--- config.mk ---
export PLATFORM = sky130hd
export DESIGN_NAME = systolic_ctrl_flat
export DESIGN_NICKNAME = d
export VERILOG_FILES = /design/src/rtl/systolic_pkg.sv /design/src/rtl/systolic_ctrl_if.sv /design/src/rtl/skew_line.sv /design/src/rtl/systolic_ctrl.sv /design/src/flat_wrapper.sv
export SDC_FILE = /design/constraint.sdc
export NUM_CORES = 1
export LEC_CHECK = 0
export CAP_MARGIN = 15
export CORE_MARGIN = 2
export CORE_UTILIZATION = 47
export DETAILED_ROUTE_END_ITERATION = 12
export PLACE_DENSITY = 0.72
export SLEW_MARGIN = 5
export SYNTH_ARGS = -nofsm -noshare
export SYNTH_HDL_FRONTEND = slang
export SYNTH_SLANG_ARGS = --single-unit
--- constraint.sdc ---
create_clock -name clk -period 2.1 [get_ports clk]
set_input_delay 0.315 -clock clk [delete_from_list [all_inputs] [get_ports clk]]
set_output_delay 0.315 -clock clk [all_outputs]
set_load 0.01 [all_outputs]
--- src/rtl/systolic_pkg.sv ---
`default_nettype none
// +----------------------------------------------------------------------------+
// | systolic_pkg: shared constants, FSM state type and drain-length helper.    |
// | Rev 1.0                                                                    |
// +----------------------------------------------------------------------------+
package systolic_pkg;

    localparam int ARRSIZE = 8;
    localparam int DATA_W  = 8;
    localparam int ACC_W   = 32;

    typedef enum logic [2:0] {
        ST_IDLE  = 3'd0,
        ST_CLEAR = 3'd1,
        ST_FEED  = 3'd2,
        ST_DRAIN = 3'd3,
        ST_DONE  = 3'd4
    } state_t;

    // Cycles for the last operand to cross the skewed array and land in the
    // far-corner accumulator.
    function automatic int DRAIN_CYC(input int arrsize, input int pe_lat);
        return 2 * (arrsize - 1) + 1 + pe_lat;
    endfunction

endpackage
`default_nettype wire

--- src/rtl/systolic_ctrl_if.sv ---
`default_nettype none
// +----------------------------------------------------------------------------+
// | systolic_ctrl_if: command, operand-read and array-feed bundle.             |
// | Rev 1.0                                                                    |
// +----------------------------------------------------------------------------+
interface systolic_ctrl_if #(
    parameter int ARRSIZE = systolic_pkg::ARRSIZE
);
    import systolic_pkg::*;

    logic                             start;
    logic                             abort;
    logic [7:0]                       k_len;
    logic                             busy;
    logic                             done;
    logic                             rd_en;
    logic [7:0]                       rd_addr;
    logic                             array_clr;
    logic [ARRSIZE-1:0][DATA_W-1:0]   a_col_in;
    logic [ARRSIZE-1:0][DATA_W-1:0]   x_row_in;
    logic [ARRSIZE-1:0][DATA_W-1:0]   row_weights;
    logic [ARRSIZE-1:0][DATA_W-1:0]   col_activations;

    modport master (
        input  start, abort, k_len, a_col_in, x_row_in,
        output busy, done, rd_en, rd_addr, array_clr, row_weights, col_activations
    );

    modport slave (
        output start, abort, k_len, a_col_in, x_row_in,
        input  busy, done, rd_en, rd_addr, array_clr, row_weights, col_activations
    );

endinterface
`default_nettype wire

--- src/rtl/skew_line.sv ---
`default_nettype none
// +----------------------------------------------------------------------------+
// | skew_line: DEPTH-stage delay line with synchronous flush; DEPTH=0 is a wire.|
// | Rev 1.0                                                                    |
// +----------------------------------------------------------------------------+
module skew_line #(
    parameter int DEPTH = 0,
    parameter int WIDTH = 8
) (
    input  logic             clk,
    input  logic             rst,
    input  logic             i_flush,
    input  logic [WIDTH-1:0] i_din,
    output logic [WIDTH-1:0] o_dout
);

    generate
        if (DEPTH == 0) begin : g_pass
            logic w_unused;
            assign w_unused = clk ^ rst ^ i_flush;
            assign o_dout   = i_din;
        end else begin : g_dly
            logic [WIDTH-1:0] r_sh [DEPTH];

            always_ff @(posedge clk or negedge rst) begin
                if (!rst) begin
                    for (int n = 0; n < DEPTH; n++) r_sh[n] <= '0;
                end else if (i_flush) begin
                    for (int n = 0; n < DEPTH; n++) r_sh[n] <= '0;
                end else begin
                    r_sh[0] <= i_din;
                    for (int n = 1; n < DEPTH; n++) r_sh[n] <= r_sh[n-1];
                end
            end

            assign o_dout = r_sh[DEPTH-1];
        end
    endgenerate

endmodule
`default_nettype wire

--- src/rtl/systolic_ctrl.sv ---
`default_nettype none
// +----------------------------------------------------------------------------+
// | systolic_ctrl: sequences one NxN systolic matrix-multiply pass and skews   |
// | the A/X operand streams onto the array edges. Rev 1.0                      |
// +----------------------------------------------------------------------------+
module systolic_ctrl #(
    parameter int ARRSIZE = systolic_pkg::ARRSIZE,
    parameter int PE_LAT  = 1
) (
    input  logic             clk,
    input  logic             rst,
    systolic_ctrl_if.master  bus
);
    import systolic_pkg::*;

    localparam int C_DRAIN  = DRAIN_CYC(ARRSIZE, PE_LAT);
    localparam int C_DCNT_W = $clog2(C_DRAIN + 1);

    state_t                         r_state;
    state_t                         w_state_nxt;
    logic [7:0]                     r_klen;
    logic [7:0]                     r_addr;
    logic [C_DCNT_W-1:0]            r_dcnt;
    logic                           r_rd_vld;
    logic                           w_busy;
    logic                           w_done;
    logic                           w_rd_en;
    logic                           w_clr;
    logic [ARRSIZE-1:0][DATA_W-1:0] w_a_gated;
    logic [ARRSIZE-1:0][DATA_W-1:0] w_x_gated;
    logic [ARRSIZE-1:0][DATA_W-1:0] w_rows;
    logic [ARRSIZE-1:0][DATA_W-1:0] w_cols;

    always_ff @(posedge clk or negedge rst) begin
        if (!rst) r_state <= ST_IDLE;
        else      r_state <= w_state_nxt;
    end

    // Abort has priority everywhere, including over start while idle.
    always_comb begin
        w_state_nxt = r_state;
        w_busy      = 1'b0;
        w_done      = 1'b0;
        w_rd_en     = 1'b0;
        w_clr       = 1'b0;
        case (r_state)
            ST_IDLE:  if (bus.start) w_state_nxt = ST_CLEAR;
            ST_CLEAR: begin
                w_busy      = 1'b1;
                w_clr       = 1'b1;
                w_state_nxt = (r_klen == 8'd0) ? ST_DONE : ST_FEED;
            end
            ST_FEED: begin
                w_busy  = 1'b1;
                w_rd_en = 1'b1;
                if (r_addr == r_klen - 8'd1) w_state_nxt = ST_DRAIN;
            end
            ST_DRAIN: begin
                w_busy = 1'b1;
                if (r_dcnt == C_DCNT_W'(C_DRAIN - 1)) w_state_nxt = ST_DONE;
            end
            ST_DONE: begin
                w_done      = 1'b1;
                w_state_nxt = ST_IDLE;
            end
            default:  w_state_nxt = ST_IDLE;
        endcase
        if (bus.abort) w_state_nxt = ST_IDLE;
    end

    always_ff @(posedge clk or negedge rst) begin
        if (!rst) begin
            r_klen   <= 8'd0;
            r_addr   <= 8'd0;
            r_dcnt   <= '0;
            r_rd_vld <= 1'b0;
        end else begin
            if (r_state == ST_IDLE) r_klen <= bus.k_len;

            // Address holds at K-1 once the feed finishes, so it never wraps.
            if (bus.abort || r_state == ST_CLEAR)
                r_addr <= 8'd0;
            else if (r_state == ST_FEED && w_state_nxt == ST_FEED)
                r_addr <= r_addr + 8'd1;

            if (r_state == ST_DRAIN) r_dcnt <= r_dcnt + 1'b1;
            else                     r_dcnt <= '0;

            r_rd_vld <= w_rd_en && !bus.abort;
        end
    end

    // Read data is only meaningful in the cycle after a strobe; zero it otherwise.
    always_comb begin
        w_a_gated = '0;
        w_x_gated = '0;
        if (r_rd_vld) begin
            w_a_gated = bus.a_col_in;
            w_x_gated = bus.x_row_in;
        end
    end

    generate
        for (genvar g = 0; g < ARRSIZE; g++) begin : g_lane
            skew_line #(.DEPTH(g), .WIDTH(DATA_W)) u_row (
                .clk     (clk),
                .rst     (rst),
                .i_flush (bus.abort),
                .i_din   (w_a_gated[g]),
                .o_dout  (w_rows[g])
            );
            skew_line #(.DEPTH(g), .WIDTH(DATA_W)) u_col (
                .clk     (clk),
                .rst     (rst),
                .i_flush (bus.abort),
                .i_din   (w_x_gated[g]),
                .o_dout  (w_cols[g])
            );
        end
    endgenerate

    assign bus.busy            = w_busy;
    assign bus.done            = w_done;
    assign bus.rd_en           = w_rd_en;
    assign bus.rd_addr         = r_addr;
    assign bus.array_clr       = w_clr;
    assign bus.row_weights     = w_rows;
    assign bus.col_activations = w_cols;

endmodule
`default_nettype wire
--- src/flat_wrapper.sv ---
// flat-port wrapper written by rule: the top's interface ports become plain ports
module systolic_ctrl_flat import systolic_pkg::*;
#(
    parameter int ARRSIZE = systolic_pkg::ARRSIZE,
    parameter int PE_LAT  = 1
)
  (clk, rst, bus_start, bus_abort, bus_k_len, bus_a_col_in, bus_x_row_in, bus_busy, bus_done, bus_rd_en, bus_rd_addr, bus_array_clr, bus_row_weights, bus_col_activations);
  systolic_ctrl_if #(.ARRSIZE(ARRSIZE)) bus_i ();
  input  logic clk;
  input  logic rst;
  input wire logic [$bits(bus_i.start)-1:0] bus_start;
  input wire logic [$bits(bus_i.abort)-1:0] bus_abort;
  input wire logic [$bits(bus_i.k_len)-1:0] bus_k_len;
  input wire logic [$bits(bus_i.a_col_in)-1:0] bus_a_col_in;
  input wire logic [$bits(bus_i.x_row_in)-1:0] bus_x_row_in;
  output wire logic [$bits(bus_i.busy)-1:0] bus_busy;
  output wire logic [$bits(bus_i.done)-1:0] bus_done;
  output wire logic [$bits(bus_i.rd_en)-1:0] bus_rd_en;
  output wire logic [$bits(bus_i.rd_addr)-1:0] bus_rd_addr;
  output wire logic [$bits(bus_i.array_clr)-1:0] bus_array_clr;
  output wire logic [$bits(bus_i.row_weights)-1:0] bus_row_weights;
  output wire logic [$bits(bus_i.col_activations)-1:0] bus_col_activations;
  assign bus_i.start = bus_start;
  assign bus_i.abort = bus_abort;
  assign bus_i.k_len = bus_k_len;
  assign bus_i.a_col_in = bus_a_col_in;
  assign bus_i.x_row_in = bus_x_row_in;
  assign bus_busy = bus_i.busy;
  assign bus_done = bus_i.done;
  assign bus_rd_en = bus_i.rd_en;
  assign bus_rd_addr = bus_i.rd_addr;
  assign bus_array_clr = bus_i.array_clr;
  assign bus_row_weights = bus_i.row_weights;
  assign bus_col_activations = bus_i.col_activations;
  systolic_ctrl #(.ARRSIZE(ARRSIZE), .PE_LAT(PE_LAT)) u_core (.clk(clk), .rst(rst), .bus(bus_i));
endmodule
==> run_results.csv, run 1 <==
group,metric,value,unit
power,p_sw,3810,uW
finish,drive_gt1_share,9.76,%
clock_network,tritoncts,"built",
place,routabilityCongestion,0.842,
detailed_routing,dr_total_vias,8497,
grt,grt_pass1_vias,8553,
setup_path,slowest_delay,500,ps
detailed_routing,via_per_inst,4.45,
detailed_routing,drt_iter0_markers,441,
detailed_routing,top_layer,"met4",
grt,antenna_found_initial,0,
grt,groute.usage.overall,15.3,%
floorplan,initial_core_util,47.6,%
yosys,syn-cell-area,0.0165,sq mm
detailed_routing,routed_wl,27100,microns
power,comb_power_share,5.3,%
detailed_routing,wl_met3,2580,microns
grt,overflow,0,
clock_network,root_buffer,"clkbuf_16",
finish,nFillCells,2651,
power,pwr-share-clk,44.4,%
yosys,yosysWarnings,0,
detailed_routing,drc,0,
timing,fin_crit_sh,102,%
timing,clock.fmax,468,MHz
yosys,synth_cell_types,41,
setup_path,r2r_slack,-40,ps
timing,drv_slew,0,
power,internal-power,14600,uW
timing,setup_viol,2,
yosys,yosysTopAreaCellShare,71.9,%
timing,tightest_slew,957,ps
hold_path,holdPathStages,2,
timing,maxSlewHeadroom,36.2,%
clock_network,clk_pin_slew_worst_paths,60,ps
grt,grt_max_degree,212,
setup_path,crit_path_end_kind,"register",
setup_path,cp_max_fo,7,
clock_network,cts_buffer_depth,3,
timing,setup_ws,-36.6,ps
place,place_area,0.0192,sq mm
clock_network,numCtsBuffers,46,
place,post-dp-hpwl,16600,microns
clock_network,htreeDepth,2,
yosys,syn_inst,1208,
clock_network,clock_latency,560,ps
timing,fin_crit,2140,ps
run_status,status,"finished with violations",
power,seq_power_share,50.3,%
setup_path,slowest_stage,"or4_1",
timing,skew,39.3,ps
place,portBuffers,279,
floorplan,pin_count,280,
detailed_routing,wl_met2,13600,microns
setup_path,cp.arrival,2580,ps
yosys,yosysTopAreaCell,"dfrtp_1",
finish,area_delta_synth_final,27.2,%
setup_path,timing_worst_setup_path_type,"register to register",
floorplan,die_height,191,microns
yosys,ys_seq_elements,473,
power,peakVddDrop,0.552,mV
setup_path,crit_required,2540,ps
setup_path,reg2reg_depth,9,
hold_path,hold_class,"input pin to register",
setup_path,path_cells,"inv_2 -> ha_4 -> xor2_2 -> nor4_4 -> a32oi_1 -> a211oi_2 -> buf_6 -> or4_1 -> a21oi_1",
finish,utilization,60.6,%
grt,grt_pass1_wl,43900,microns
yosys,async_flop_share,100,%
finish,antenna_cells,0,
run_status,violations,"negative setup slack",
yosys,seq_area_frac_synth,71.9,%
finish,nNetsFinal,1566,
yosys,synth.avg_cell_area,13.6,sq um
power,swShare,20.7,%
floorplan,fp.dieW,191,microns
yosys,synth_nets,1353,
detailed_routing,wl_met1,10500,microns
timing,hold_violations,0,
power,power_density,878,mW/mm^2
detailed_routing,drt_pass1_iterations,4,
detailed_routing,wl_per_cell,14.2,microns
timing,hold_ws,43.5,ps
finish,stdcell_area,0.0209,sq mm
yosys,synth_edf_count,0,
job,maxCapViolations,0,
floorplan,std_cell_rows,68,
floorplan,die_area,0.0365,sq mm
timing,rsz0062_at_grt,"yes",
power,p_leak,0.0101,uW
detailed_routing,antenna_left,0,
yosys,synth.area.top_cells,"dfrtp_1, nor2b_1, and2_1",
yosys,ys.flop_type,"dfrtp_1",
floorplan,core_area,0.0345,sq mm
setup_path,cp-start-kind,"register",
clock_network,cts_num_sinks,473,
-- cells by family (layout without fill, tap and decap cells) --
| family | after synthesis | after routing | share of synthesized area [%] |
|---|---|---|---|
| AND/OR/NAND/NOR | 525 | 525 | 19.7 |
| flip-flops | 473 | 473 | 71.9 |
| buffers and inverters | 161 | 408 | 5.94 |
| AO/OA/AOI/OAI | 25 | 25 | 0.996 |
| XOR/XNOR | 10 | 10 | 0.532 |
| multiplexers | 9 | 9 | 0.593 |
| adder cells (fa/ha/maj) | 5 | 5 | 0.380 |
-- critical path: cells and delay by family (launching register included) --
family                   cells  cell delay, ps
XOR/XNOR                     1             170
buffers and inverters        2             250
AND/OR/NAND/NOR              2             570
adder cells (fa/ha/maj)      1             160
AO/OA/AOI/OAI                3             500
flip-flops                   1             390
-- through the flow --
| step | setup TNS [ps] | std cells | total power [uW] | setup slack, ps |
|---|---|---|---|---|
| after global routing | -797 | 1910 | 19200 | -109 |
| after floorplan | 0 | 1208 | 9710 | 30.0 |
| after global placement | 0 | 1820 | 10300 | 18.5 |
| final | -57.4 | 1910 | 18400 | -36.6 |
| after detailed placement | -527 | 1820 | 10300 | -162 |
| after CTS | -3.12 | 1907 | 18700 | -2.15 |
-- synthesized netlist by cell type (3+ instances only) --
library cell	n
and2_1	131
nand3_1	3
or4_1	4
buf_4	97
a21oi_1	8
nor3_1	9
xnor2_1	5
nor2_1	13
mux2_2	6
clkbuf_1	53
nand2b_1	3
nand2_1	8
nor2b_1	337
dfrtp_1	473
o31ai_1	4
xor2_1	5
and3_1	3
nand4_1	3
inv_1	9
o21ai_0	5
mux2i_1	3
ha_1	5
-- sequential cells by signal, indices dropped and copies added, names as in the netlist --
register	cells
u_core.g_lane.u_col.g_dly.r_sh	168
u_core.g_lane.u_row.g_dly.r_sh	168
u_core.g_lane.u_col.o_dout	56
u_core.g_lane.u_row.o_dout	56
u_core.bus.rd_addr	8
u_core.r_klen	8
u_core.r_dcnt	5
u_core.r_state	3
u_core.r_rd_vld	1
-- worst paths after layout --
path,from,endpoint
hold reg to reg,u_core.g_lane[2].u_row.g_dly.r_sh[15],u_core.g_lane[2].u_row.o_dout[7]
setup / recovery,u_core.r_klen[0],u_core.bus.rd_addr[5]
min in group asynchronous,rst,u_core.g_lane[2].u_row.o_dout[7]
max in group asynchronous,rst,u_core.g_lane[5].u_col.g_dly.r_sh[11]
hold / removal,bus_abort,u_core.g_lane[6].u_col.g_dly.r_sh[12]
setup reg to reg,u_core.r_klen[0],u_core.bus.rd_addr[5]
-- final cells by class --
class                           count  area, sq um  area share [%]
Clock buffer                       68         1330            6.37
Clock inverter                     14          211            1.01
Inverter                            9         33.8           0.161
Multi-Input combinational cell    574         3770            18.0
Sequential cell                   473        11800            56.5
Tap cell                          455          569            2.72
Timing Repair Buffer              317         3190            15.2
-- layer usage --
layer | vias to the layer above | global-route usage [%]
li1 | 4040 | -
met1 | 4174 | 18.2
met2 | 248 | 25.6
met3 | 35 | 6.17
met4 | 0 | 4.47
met5 | - | 0
-- cell usage in the layout, fill, tap and decap left out, types with 3 or more instances in the layout --
cell / instances
xnor2_1: 4
nor2b_1: 336
a21oi_1: 6
clkbuf_8: 10
o21ai_0: 3
nand2_1: 8
clkinv_2: 4
nand2b_1: 3
ha_1: 4
nor2_1: 11
clkbuf_1: 12
clkbuf_16: 46
nand3_1: 3
buf_4: 27
mux2_2: 6
mux2i_1: 3
nor3_2: 3
dlygate4sd2_1: 4
buf_12: 7
nor3_1: 6
nand4_1: 3
dfrtp_1: 471
bufinv_16: 4
xor2_1: 4
inv_1: 7
clkdlybuf4s50_1: 271
and2_1: 130
o31ai_1: 4
and3_1: 3
-- repair_timing --
item	in CTS	in global routing
hold buffers	1	0
cloned	1	0
gates resized for setup	25	13
pin swaps	3	6
endpoints found under the setup margin	29	25
hold endpoints to repair	39	0
setup buffers	3	3
-- power groups by stage --
stage	logic (uW)	registers, uW	clock network (uW)
6_report	972	9240	8170
5_1_grt	1080	9250	8870
4_1_cts	968	9240	8450
3_5_place_dp	929	9400	0
3_3_place_gp	905	9400	0
2_1_floorplan	303	9410	0
Power figures use the tool's default switching activity.
==> run 2, diff against run 1 <==
Settings changed: REMOVE_ABC_BUFFERS from default to 1, TNS_END_PERCENT from default to 30.
==> run 2 against run 1 <==
  * The run still ends with negative setup slack left
  * Non-clock buffer count shrank 3
  * Register-to-register slack gained 30 ps
  * Clock power grew 4.7%
  * Utilization grew 0.25 points
  * Sequential share of layout area shrank 0.23 points
  * Fmax grew 1.4%
  * Design area grew 0.42%
==> run_results.csv, run 2 (same netlist as run 1, synthesis figures left out) <==
group,metric,value,unit
place,portBuffers,279,
setup_path,slowest_stage,"or4b_2",
timing,fin_crit,2110,ps
grt,antenna_found_initial,5,
power,p_leak,0.0102,uW
floorplan,fp.dieW,191,microns
clock_network,root_buffer,"clkbuf_16",
power,peakVddDrop,0.649,mV
floorplan,std_cell_rows,68,
clock_network,cts_buffer_depth,3,
detailed_routing,dr_total_vias,8471,
timing,fin_crit_sh,100,%
floorplan,initial_core_util,47.6,%
finish,drive_gt1_share,9.83,%
detailed_routing,wl_per_cell,14.1,microns
setup_path,cp.arrival,2560,ps
power,p_sw,3880,uW
power,internal-power,14900,uW
timing,maxSlewHeadroom,53.0,%
timing,setup_ws,-7.32,ps
clock_network,tritoncts,"built",
floorplan,die_area,0.0365,sq mm
power,seq_power_share,49.2,%
place,post-dp-hpwl,16500,microns
clock_network,htreeDepth,2,
finish,final_cell_mix,"dfrtp_1, nor2b_1, clkdlybuf4s50_1",
finish,area_delta_synth_final,27.8,%
power,comb_power_share,5.2,%
detailed_routing,via_per_inst,4.43,
setup_path,cp_max_fo,2,
setup_path,slowest_delay,670,ps
clock_network,clock_latency,560,ps
place,dp.cells,1818,
clock_network,cts_num_sinks,473,
setup_path,crit_path_end_kind,"register",
floorplan,die_height,191,microns
finish,nFillCells,2670,
grt,grt_pass1_vias,8649,
hold_path,hold_class,"input pin to async pin",
grt,overflow,0,
floorplan,pin_count,280,
power,swShare,20.7,%
finish,final_common_cell,"dfrtp_1",
setup_path,path_cells,"or4_1 -> or4b_2 -> nor2_1 -> a21oi_1 -> nor4b_2",
grt,grt_pass1_wl,43900,microns
finish,nNetsFinal,1564,
setup_path,timing_worst_setup_path_type,"register to register",
job,maxCapViolations,0,
timing,skew,8.78,ps
finish,reg_top3,"u_core.g_lane.u_col.g_dly.r_sh (168), u_core.g_lane.u_row.g_dly.r_sh (168)",
detailed_routing,antenna_left,0,
detailed_routing,drt_iter0_markers,340,
setup_path,crit_required,2550,ps
detailed_routing,routed_wl,27000,microns
grt,groute.usage.overall,15.3,%
timing,hold_violations,0,
finish,final_cells,1911,
clock_network,clk_pin_slew_worst_paths,60,ps
setup_path,cp-start-kind,"register",
power,power_density,893,mW/mm^2
setup_path,cp_num_buf_inv,0,
timing,tns,-7.32,ps
setup_path,crit_family,"simple AND/OR/NAND/NOR gates",
clock_network,numCtsBuffers,47,
place,routabilityCongestion,0.812,
run_status,status,"finished with violations",
timing,rsz0062_at_grt,"yes",
timing,setup_viol,1,
power,pwr-share-clk,45.5,%
timing,tightest_slew,705,ps
grt,grt_max_degree,125,
detailed_routing,drt_pass1_iterations,4,
setup_path,r2r_slack,-7,ps
floorplan,core_area,0.0345,sq mm
detailed_routing,drc,0,
timing,drv_slew,0,
run_status,violations,"negative setup slack",
timing,clock.fmax,475,MHz
[run 2: worst paths after layout]
check | start | to | cells past startpoint
max | u_core.r_klen[2] | u_core.r_state[2] | 5
min | rst | u_core.g_lane[4].u_row.g_dly.r_sh[27] | 2
max reg2reg | u_core.r_klen[2] | u_core.r_state[2] | 5
min reg2reg | u_core.g_lane[7].u_row.g_dly.r_sh[38] | u_core.g_lane[7].u_row.g_dly.r_sh[30] | 1
max in group asynchronous | rst | u_core.g_lane[7].u_row.o_dout[2] | 3
min in group clk | bus_a_col_in[57] | u_core.g_lane[7].u_row.g_dly.r_sh[49] | 2
[run 2: layer usage]
layer / track usage [%] / part of all wire [%]
met4: 6.60 / 2.7
met1: 18.2 / 39
met3: 5.60 / 8.0
met2: 25.2 / 50
met5: 0 / 0.15
[run 2: metrics by stage]
step | instance area, sq um | utilization [%] | setup slack, ps | total power, uW | hold WS (ps)
2_1_floorplan | 15500 | - | -1090 | 9620 | 19.4
3_3_place_gp | 19200 | 55.7 | 40.8 | 10300 | 207
3_5_place_dp | 19200 | 55.7 | -70.5 | 10400 | 210
4_1_cts | 20900 | 60.5 | -30.9 | 19000 | 198
5_1_grt | 21000 | 60.9 | -73.8 | 19500 | 229
6_report | 21000 | 60.9 | -7.32 | 18800 | 214
[run 2: layout make-up]
type	count	area (sq um)	area share [%]
multi-input cells	574	3770	17.9
diodes	2	5.00	0.0238
repair buffers	314	3210	15.3
inverters	9	33.8	0.161
clock inverters	19	259	1.23
well taps	455	569	2.71
flip-flops and latches	473	11800	56.3
clock buffers	65	1340	6.39
[run 2: timing repair]
action                                  CTS  global route
pin swaps                                 2            11
hold endpoints to repair                 68             0
hold buffers                              1             0
setup buffers                             2             3
cloned                                    0             1
resized for setup                        20            24
endpoints found under the setup margin   26            12
[run 2: power by group through the flow]
stage          Sequential [uW]  Combinational (uW)  Clock [uW]
2_1_floorplan             9420                 199           0
3_3_place_gp              9400                 925           0
3_5_place_dp              9400                 947           0
4_1_cts                   9240                 962        8810
5_1_grt                   9240                1100        9180
6_report                  9240                 985        8550
